--- src/rtl/riscv_div_pkg.sv ---
// Shared definitions for the rv32im iterative divider: operation encodings,
// FSM states and the operand magnitude helper.
package riscv_div_pkg;

    typedef enum logic [1:0] {
        DIV_OP_DIV  = 2'b00,
        DIV_OP_DIVU = 2'b01,
        DIV_OP_REM  = 2'b10,
        DIV_OP_REMU = 2'b11
    } div_op_t;

    typedef enum logic [1:0] {
        ST_IDLE = 2'b00,
        ST_RUN  = 2'b01,
        ST_DONE = 2'b10
    } div_state_t;

    localparam int unsigned DIV_WIDTH = 32;
    localparam logic [4:0]  LAST_ITER = 5'd31;

    // Magnitude of a two's-complement word; 0x80000000 maps to itself, which
    // is the correct value once it is read as unsigned.
    function automatic logic [31:0] abs32(input logic [31:0] value);
        return value[31] ? (~value + 32'd1) : value;
    endfunction

endpackage

--- src/rtl/riscv_div.sv ---
// Restoring 32-bit divider for DIV/DIVU/REM/REMU: one quotient bit per clock,
// fixed 33-cycle latency from accept to the result strobe.
module riscv_div
    import riscv_div_pkg::*;
(
    input  logic        clk_i,
    input  logic        rst_i,
    input  logic        valid_i,
    input  logic [1:0]  op_i,
    input  logic [31:0] dividend_i,
    input  logic [31:0] divisor_i,
    input  logic        flush_i,
    output logic        ready_o,
    output logic        busy_o,
    output logic        valid_o,
    output logic [31:0] result_o
);

    div_state_t  state;
    logic [31:0] dvd;       // dividend shifts out the top, quotient shifts in the bottom
    logic [31:0] dsr;
    logic [31:0] rem;
    logic [4:0]  count;
    logic        is_rem;
    logic        neg_q;
    logic        neg_r;

    logic [32:0] rem_shift;
    logic [32:0] diff;
    logic [31:0] quo_fix;
    logic [31:0] rem_fix;
    logic        op_signed;

    // rem < divisor always holds, so the shifted partial remainder needs a
    // 33rd bit when the divisor is at or above 2^31.
    always_comb begin
        rem_shift = {rem, dvd[31]};
        diff      = rem_shift - {1'b0, dsr};
        // A zero divisor yields all-ones regardless of sign, so no negation.
        quo_fix   = (neg_q && (dsr != '0)) ? (~dvd + 32'd1) : dvd;
        rem_fix   = neg_r ? (~rem + 32'd1) : rem;
        op_signed = (op_i == DIV_OP_DIV) || (op_i == DIV_OP_REM);
    end

    assign ready_o = (state == ST_IDLE);
    assign busy_o  = ~ready_o;

    // NOTE: every register here is state, so all updates use <= to keep
    // same-edge reads seeing the pre-edge values.
    always_ff @(posedge clk_i or posedge rst_i) begin
        if (rst_i) begin
            state    <= ST_IDLE;
            dvd      <= '0;
            dsr      <= '0;
            rem      <= '0;
            count    <= '0;
            is_rem   <= 1'b0;
            neg_q    <= 1'b0;
            neg_r    <= 1'b0;
            valid_o  <= 1'b0;
            result_o <= '0;
        end else begin
            valid_o <= 1'b0;
            case (state)
                ST_IDLE: begin
                    if (valid_i && !flush_i) begin
                        dvd    <= op_signed ? abs32(dividend_i) : dividend_i;
                        dsr    <= op_signed ? abs32(divisor_i) : divisor_i;
                        neg_q  <= op_signed && (dividend_i[31] ^ divisor_i[31]);
                        neg_r  <= op_signed && dividend_i[31];
                        is_rem <= op_i[1];
                        rem    <= '0;
                        count  <= '0;
                        state  <= ST_RUN;
                    end
                end
                ST_RUN: begin
                    if (flush_i) begin
                        state <= ST_IDLE;
                    end else begin
                        if (!diff[32]) begin
                            rem <= diff[31:0];
                            dvd <= {dvd[30:0], 1'b1};
                        end else begin
                            rem <= rem_shift[31:0];
                            dvd <= {dvd[30:0], 1'b0};
                        end
                        count <= count + 5'd1;
                        if (count == LAST_ITER) begin
                            state <= ST_DONE;
                        end
                    end
                end
                ST_DONE: begin
                    if (!flush_i) begin
                        result_o <= is_rem ? rem_fix : quo_fix;
                        valid_o  <= 1'b1;
                    end
                    state <= ST_IDLE;
                end
                default: state <= ST_IDLE;
            endcase
        end
    end

endmodule

--- config.mk ---
export PLATFORM = sky130hd
export DESIGN_NAME = riscv_div
export DESIGN_NICKNAME = d
export VERILOG_FILES = /design/src/rtl/riscv_div_pkg.sv /design/src/rtl/riscv_div.sv
export SDC_FILE = /design/constraint.sdc
export NUM_CORES = 1
export LEC_CHECK = 0
export BUFFER_PORTS_ARGS = -buffer_cell sky130_fd_sc_hd__buf_2
export CAP_MARGIN = 20
export CORE_MARGIN = 1.5
export CORE_UTILIZATION = 51
export DETAILED_ROUTE_END_ITERATION = 8
export PLACE_DENSITY = 0.7
export SYNTH_ARGS = -nofsm -noshare
export SYNTH_HDL_FRONTEND = slang
export SYNTH_SLANG_ARGS = --single-unit
--- constraint.sdc ---
create_clock -name clk_i -period 8.58 [get_ports clk_i]
set_input_delay 0.858 -clock clk_i [delete_from_list [all_inputs] [get_ports clk_i]]
set_output_delay 0.858 -clock clk_i [all_outputs]
set_load 0.1 [all_outputs]
## Word-level counts from Yosys, hierarchy flattened

Cells that the tools add are included.

| word-level totals | value |
|---|---|
| logic and storage cells | 68 |
| register bits | 139 |
| output and inout bits | 35 |
| bits of input ports | 70 |

| cells by class | value |
|---|---|
| mux-type cells | 24 |
| reductions and logical operators | 14 |
| eq/ne operators | 7 |
| bitwise operators | 7 |
| $add $sub $neg | 6 |

Operators with widths:

| kind | count |
|---|---|
| two-way mux 32 bit | 12 |
| adder 32 x 1 -> 32 bit, second input constant | 4 |
| inverter 32 bit | 4 |
| one-hot mux 32 bit (2 select lines) | 2 |
| subtractor 33 x 32 -> 33 bit | 1 |
| nonzero test 32 bit | 1 |
| two-way mux 5 bit | 2 |
| one-hot mux 5 bit (2 select lines) | 1 |
| two-way mux 2 bit | 3 |
| AND reduction 2 bit | 3 |
| adder 5 x 1 -> 5 bit, second input constant | 1 |
| equality test 5 bit, second input constant | 1 |
| equality test 2 bit, second input constant | 2 |
| logical AND 1 bit | 4 |
| zero test 2 bit | 2 |
| one-hot mux 2 bit (2 select lines) | 1 |
| two-way mux 1 bit | 3 |
| != test 3 bit, second input constant | 1 |
| AND reduction 3 bit | 1 |
| equality test 2 x 1 -> 1 bit, second input constant | 1 |
| != test 2 x 1 -> 1 bit, second input constant | 1 |
| != test 2 bit, second input constant | 1 |
| inverter 1 bit | 2 |
| nonzero test 2 bit | 1 |
| 3 further kinds | 3 |

## Depth between registers and ports, before layout

Gate-level depths: netlist of the first run.

| depth | value |
|---|---|
| word-level depth | 6 |
| mapped depth | 12 |
| depth with buffers taken out | 11 |

## Worst setup path after synthesis of the first run

Ideal clock, no wire load.

| path | value |
|---|---|
| path type | register to register |
| start | register state[1] |
| end | register rem[26] |
| library setup time | 0.136 ns |
| arrival | 4.232 ns |
| required time | 8.444 ns |
| stages on the path, launching flop included | 9 |
| clock period less this slack | 4.368 ns |
| path slack | 4.212 ns |
| cells stage by stage | dfrtp_1 nor2_1 inv_1 nor3b_1 nor2_1 clkbuf_1 clkbuf_1 nand2_1 o21ai_0 |

| between the ends | value |
|---|---|
| cells in the longest elaborated chain, start to end | 3 |
| elaborated cells on any way between the ends | 7 |
| those cells by class | eq/ne: 3; mux: 1; reduce/logical: 3 |

Ends and longest elaborated chain:

| what | RTL line | text |
|---|---|---|
| from (decl) | riscv_div.sv:19 | `div_state_t state;` |
| from (signal assigned) | riscv_div.sv:52 | `state <= ST_IDLE;` |
| from (signal assigned) | riscv_div.sv:74 | `state <= ST_RUN;` |
| from (signal assigned) | riscv_div.sv:79 | `state <= ST_IDLE;` |
| zero test 2 bit * | -- |  |
| named net ready_o | riscv_div.sv:13 | `output logic ready_o,` |
| != test 2 x 1 -> 1 bit (no line) or nonzero test 2 bit (tied branches) | -- |  |
| AND reduction 3 bit (no line) | -- |  |
| to (signal assigned) | riscv_div.sv:82 | `rem <= diff[31:0];` |
| to (signal assigned) | riscv_div.sv:85 | `rem <= rem_shift[31:0];` |
| to (decl) | riscv_div.sv:22 | `logic [31:0] rem;` |

Mark *: on every way through the listed nets, which the timed path passes. The rest lies on a longest branch.
A chain may end at the register's enable or synchronous reset.

## Worst setup path after layout of the first run

| path | value |
|---|---|
| start | register rem[21] |
| end | register rem[17] |

| between the ends | value |
|---|---|
| cells in the longest elaborated chain, start to end | 4 |

Ends and longest elaborated chain:

| what | RTL line | text |
|---|---|---|
| subtractor 33 x 32 -> 33 bit | riscv_div.sv:38 | `diff = rem_shift - {1'b0, dsr};` |
| two-way mux 32 bit | riscv_div.sv:81 | `if (!diff[32]) begin` |
| two-way mux 32 bit | riscv_div.sv:78 | `if (flush_i) begin` |
| one-hot mux 32 bit (2 select lines) | riscv_div.sv:64 | `case (state)` |

Every way passes these cells. The select of a mux whose other input is x is not followed.

==> results of run 1 <==
## through the flow
| stage | std cells | hold WS [ns] | cell area [µm²] |
|---|---|---|---|
| detailed placement | 1631 | 0.465 | 11200 |
| global route | 1665 | 0.512 | 11800 |
| finish | 1665 | 0.473 | 11800 |
| CTS | 1663 | 0.479 | 11800 |
| floorplan | 1316 | 0.445 | 10500 |
| global placement | 1631 | 0.460 | 11200 |
## sequential cells by signal, indices dropped and copies added (netlist names)
name      flops
neg_r         1
rem          32
valid_o       1
is_rem        1
neg_q         1
result_o     32
count         5
state         2
dsr          32
dvd          32
## power breakdown
part / switching [µW] / internal (µW)
Sequential: 262 / 798
Clock: 301 / 484
Combinational: 1190 / 814
Total: 1760 / 2100
## how the worst min path moves through the flow
stage / startpoint / endpoint / slack [ns] / cells after the start
floorplan: count[4] / count[4] / 0.45 / 2
global route: result_o[5] / result_o[5] / 0.51 / 2
detailed placement: result_o[20] / result_o[20] / 0.46 / 2
CTS: result_o[20] / result_o[20] / 0.48 / 2
global placement: result_o[5] / result_o[5] / 0.46 / 2
finish: result_o[5] / result_o[5] / 0.47 / 2
## metal layers
| layer | vias up | GRT usage |
|---|---|---|
| li1 | 4820 | - |
| met1 | 4704 | 0.419 |
| met2 | 356 | 0.435 |
| met3 | 38 | 0.0441 |
| met4 | 0 | 0.0783 |
| met5 | - | 0 |
## cell type report
| type | count | area, µm² |
|---|---|---|
| clock buffer | 20 | 467 |
| clock inverter | 12 | 161 |
| fill | 1862 | 8320 |
| inverter | 54 | 208 |
| multi-input combinational | 1053 | 6540 |
| sequential | 139 | 3480 |
| tap | 270 | 338 |
| timing repair buffer | 117 | 658 |
## worst reg2reg max path: stages, from the launching register on
cell	delay, ns
dfrtp_1	0.46
ha_1	0.37
a21o_1	0.24
a31o_1	0.19
a221o_1	0.37
or3b_1	0.41
o21a_1	0.23
o211ai_4	0.57
buf_4	0.42
mux2i_1	0.23
o21ai_0	0.09
## cells by family (layout without fill, tap and decap cells)
group                      Yosys count  after routing  synth area share
buffers and inverters              124            203            0.0454
xor gates and xnor gates           136            136             0.114
AOI/OAI and AO/OA                  407            407             0.235
DFF                                139            139             0.332
and+or+nand+nor                    445            445             0.201
adders and majority gates           39             39            0.0474
muxes                               26             26            0.0250
## synth_stat cells (5+ instances only)
cell / count
o41ai_1: 18
mux2i_1: 25
inv_1: 54
nand2_1: 185
a21oi_1: 84
nor4_1: 23
o221ai_1: 5
clkbuf_1: 62
and2_1: 5
o211ai_1: 15
or3_1: 15
dfrtp_1: 139
nand3b_1: 8
nor2_1: 99
ha_1: 38
a31oi_1: 6
nand4_1: 12
nand2b_1: 19
o21ai_0: 187
a21boi_0: 5
and3_1: 8
a32oi_1: 5
o21ai_1: 7
nor2b_1: 7
or4_1: 10
xor2_1: 67
a21o_1: 13
xnor2_1: 69
nor3_1: 22
nand3_1: 12
o31ai_1: 27
==> metrics, run 1 <==
outcome finished clean; share of the synthesized area in the top cell type 0.332; Die ar. 21400 µm²; number of antenna violations at the first check in global routing 0; Diodes inserted 0; total of cells resized after clock tree synthesis 0; pre-CTS setup slack 4.88 ns; Post-Syn Nets 1425; library cell with the largest summed area after synthesis dfrtp_1; worst setup path endpoint rem[17]; reg2reg start rem[21]; number of distinct library cell variants in the gate-level netlist after synthesis 68; Global Route Usage Sum 0.285; worst reg-to-reg path cell count 10; share of synthesized registers carrying an async set or reset 1.00; total negative slack 0 ns; area overhead of the layout relative to synthesis 13.2%; cell at the root of the clock tree clkbuf_16; CTS tree done; minimum period implied by the final worst setup slack 3.71 ns; number of failing hold endpoints at the final stage 0; commonest cells after routing, fill and taps aside o21ai_0, nand2_1, dfrtp_1, buf_2, nor2_1; worst clock skew on the final layout 0.0111 ns; number of global-route vias before repair 9024; critical path launch point rem[21]; number of max-cap violations 0; wire length of the first global-routing pass 48300 µm; top fanout value on the critical path 19; commonest non-fill, non-tap cell in the layout o21ai_0; Max Fclk 270 MHz; met3 wire len 1890 µm; Levels on crit path 10; setup slack of the critical path after layout 4.87 ns; Placeable Area 20200 µm²; CTS HTree Levels 4; Clock Tree Buf Depth 2; startpoint type of the worst setup path flip-flop; Required @ worst endpoint 8.88 ns; Most used DFF post-synth dfrtp_1; met2 wire length 13400 µm; kind of cell adding the most delay to the critical path compound AO/OA/AOI/OAI gates; Max-Slew Margin vs Limit 0.246; mean area per synthesized cell 7.95 µm²; leakage power summed over all cells 0.00527 µW; first drt pass iteration count 5; CP arrival 4.01 ns; Post-synth EDFFs 0; FF+latch count, synth 139; mapped cell area 10500 µm²; Register-to-Register Setup Slack 4.87 ns; number of violations reported at the end of detailed-routing iteration 0 933; average routed wire per standard cell 17.9 µm; die width 146 µm; crit path max-delay cell type o211ai_4; endpoint of the most critical register-to-register path rem[17]; top-level I/O count 105; number of vias in the routed layout 9918; nets@finish 1491; worst voltage drop across the vdd grid 0.000193 V; most area-consuming cells after synthesis dfrtp_1, o21ai_0, nand2_1, xnor2_1, xor2_1; total wirelength of the detailed-routed design 29800 µm; transition time of the tightest slew-check pin 1.13 ns; Synth Warn # 0; Clk Latency, worst-skew pair 0.43 ns; number of input and output port buffers inserted 104; number of max-slew violations in the final report 0; Max stage delay on crit path 0.57 ns; crit path kind flip-flop to flip-flop; cells traversed along the worst timing path ha_1 > a21o_1 > a31o_1 > a221o_1 > or3b_1 > o21a_1 > o211ai_4 > buf_4 > mux2i_1 > o21ai_0; Final setup viols 0; Tcrit/Tclk final 0.432; routed via count divided by cell count 5.96; WP buf/inv 1; number of buffers inserted for hold repair after clock tree synthesis 0; post-detailed-route DRC marker count 0; maximum number of pins on one net before global-route repair 79; remaining global-route overflow 0; routability cong. 0.889; instance count of the mapped netlist 1316; initial core utilization 0.519; clock transition at the register clock pins on the worst setup and hold paths after CTS 0.06 ns; post-detail-place hpwl 22000 µm; setup repair after global routing missed its margin false; number of buffers added for setup after CTS 0; post-layout power 3850 µW; share of layout cells above drive strength 1 0.121; share of synthesized area occupied by flip-flops and latches 0.332; highest routed metal layer met4; clock net sink count 139; Hold Crit Class flip-flop to flip-flop; Site Rows 52; Antenna Nets Post-Route 0; Pwr per Cell Area 325 nW/µm²; clock buffer count from CTS 17; DRT met1 WL 13900 µm; final core occ 0.587; die height 146 µm; Setup crit end kind flip-flop
Note: power is estimated with default switching activity, not from simulation.
==> run 2: changes to the inputs <==
==> constraint.sdc (replaced) <==
create_clock -name clk_i -period 3.5 [get_ports clk_i]
set_input_delay 0.35 -clock clk_i [delete_from_list [all_inputs] [get_ports clk_i]]
set_output_delay 0.35 -clock clk_i [all_outputs]
set_load 0.1 [all_outputs]
==> run 2 against run 1 <==
Net effect: sequential share of layout area shrank 0.24 points; clock skew down 0.0025 ns; sequential power grew 140%; global-route usage decreased by 0.93 points; utilization up 0.48 points; total power is 140% higher; via count fell by 0.66%; first-iteration DRC count decreased by 28%; combinational power grew to 2.5 times the previous value; largest cell class unchanged.
==> metrics, run 2 (same netlist as run 1, synthesis figures left out) <==
Clk Latency, worst-skew pair 0.42 ns; total wirelength of the detailed-routed design 28900 µm; Pwr per Cell Area 790 nW/µm²; Placeable Area 20200 µm²; Diodes inserted 0; CP arrival 3.66 ns; total negative slack 0 ns; commonest non-fill, non-tap cell in the layout o21ai_0; top-level I/O count 105; endpoint of the most critical register-to-register path rem[30]; startpoint type of the worst setup path flip-flop; cells traversed along the worst timing path inv_1 > ha_1 > a21o_1 > a31o_1 > a221o_1 > or3b_1 > o21ai_0 > mux2i_1 > o41ai_1 > o21ai_0; crit path kind flip-flop to flip-flop; minimum period implied by the final worst setup slack 3.38 ns; number of max-cap violations 0; Site Rows 52; number of input and output port buffers inserted 104; Global Route Usage Sum 0.275; Max Fclk 296 MHz; Tcrit/Tclk final 0.966; clock net sink count 139; Hold Crit Class input port to async pin; setup repair after global routing missed its margin false; maximum number of pins on one net before global-route repair 140; wire length of the first global-routing pass 47000 µm; post-layout power 9440 µW; Required @ worst endpoint 3.78 ns; top fanout value on the critical path 5; Clock Tree Buf Depth 2; die height 146 µm; leakage power summed over all cells 0.00532 µW; average routed wire per standard cell 17.2 µm; share of layout cells above drive strength 1 0.131; Setup crit end kind flip-flop; post-detail-place hpwl 21800 µm; number of max-slew violations in the final report 0; cell at the root of the clock tree clkbuf_16; Antenna Nets Post-Route 0; remaining global-route overflow 0; die width 146 µm; transition time of the tightest slew-check pin 1.03 ns; routability cong. 0.880; Register-to-Register Setup Slack 0.12 ns; WP buf/inv 1; nets@finish 1506; initial core utilization 0.519; number of global-route vias before repair 8856; Seq. cell area 3480 µm²; post-detailed-route DRC marker count 0; worst voltage drop across the vdd grid 0.000540 V; clock transition at the register clock pins on the worst setup and hold paths after CTS 0.06 ns; Max stage delay on crit path 0.52 ns; outcome finished clean; reg2reg start dsr[22]; area used by multi-input combinational logic 6540 µm²; Max-Slew Margin vs Limit 0.316; crit path max-delay cell type o41ai_1; routed via count divided by cell count 5.87; Final setup viols 0; number of buffers inserted for hold repair after clock tree synthesis 0; commonest cells after routing, fill and taps aside o21ai_0, nand2_1, dfrtp_1, buf_2, nor2_1; number of vias in the routed layout 9853; worst clock skew on the final layout 0.00863 ns; CTS HTree Levels 4; worst reg-to-reg path cell count 10; first drt pass iteration count 5; number of violations reported at the end of detailed-routing iteration 0 674; number of failing hold endpoints at the final stage 0; CTS tree done; Die ar. 21400 µm²; CP most frequent cell o21ai_0; number of antenna violations at the first check in global routing 1; kind of cell adding the most delay to the critical path compound AO/OA/AOI/OAI gates; area overhead of the layout relative to synthesis 14.1%; clock buffer count from CTS 17; fill cell total of the finished layout 1893
[run 2: timing repair]
action,in CTS,in global routing
resized for setup,0,1
setup buffers,0,0
setup endpoints to repair,0,4
[run 2: worst max path at each step]
stage	endpoint	slack, ns	depth (start not counted)	from
6_report	rem[30]	0.12	10	dsr[22]
5_1_grt	rem[30]	0.03	10	dsr[22]
4_1_cts	rem[30]	0.17	10	dsr[22]
3_5_place_dp	rem[30]	0.21	10	dsr[22]
3_3_place_gp	rem[30]	0.24	10	dsr[22]
2_1_floorplan	rem[26]	0.34	8	state[0]
[run 2: power by group]
| part | internal (µW) | switching, µW | leakage [µW] |
|---|---|---|---|
| combinational | 2120 | 2950 | 0.00322 |
| sequential | 1960 | 564 | 0.00182 |
| clock | 1140 | 698 | 0.000286 |
[run 2: worst reg2reg max path: stages, from the launching register on]
cell     delay, ns
dfrtp_1       0.36
inv_1         0.06
ha_1          0.36
a21o_1        0.25
a31o_1        0.20
a221o_1       0.39
or3b_1        0.43
o21ai_0       0.42
mux2i_1       0.14
o41ai_1       0.52
o21ai_0       0.13
[run 2: area by class of cell]
class	instances	area share
multi-input cells	1053	0.548
well taps	270	0.0283
clock buffers	22	0.0414
repair buffers	132	0.0643
clock inverters	9	0.00943
flip-flops and latches	139	0.291
inverters	54	0.0173
[run 2: layer usage]
layer / wire length [µm] / GRT usage / vias up
met1: 13900 / 0.409 / 4577
li1: - / - / 4854
met4: 883 / 0.112 / 2
met3: 1740 / 0.0409 / 55
met2: 12400 / 0.400 / 365
met5: 13 / 0 / -
[run 2: metrics by stage]
step / instances / area (µm²) / util / setup WS (ns) / hold WS (ns)
after detailed placement: 1648 / 11300 / 0.562 / 0.208 / 0.468
after CTS: 1679 / 11900 / 0.592 / 0.174 / 0.140
final: 1679 / 11900 / 0.592 / 0.119 / 0.0602
after global routing: 1679 / 11900 / 0.592 / 0.0327 / 0.158
after floorplan: 1316 / 10500 / - / 0.338 / 0.445
after global placement: 1648 / 11300 / 0.562 / 0.245 / 0.457
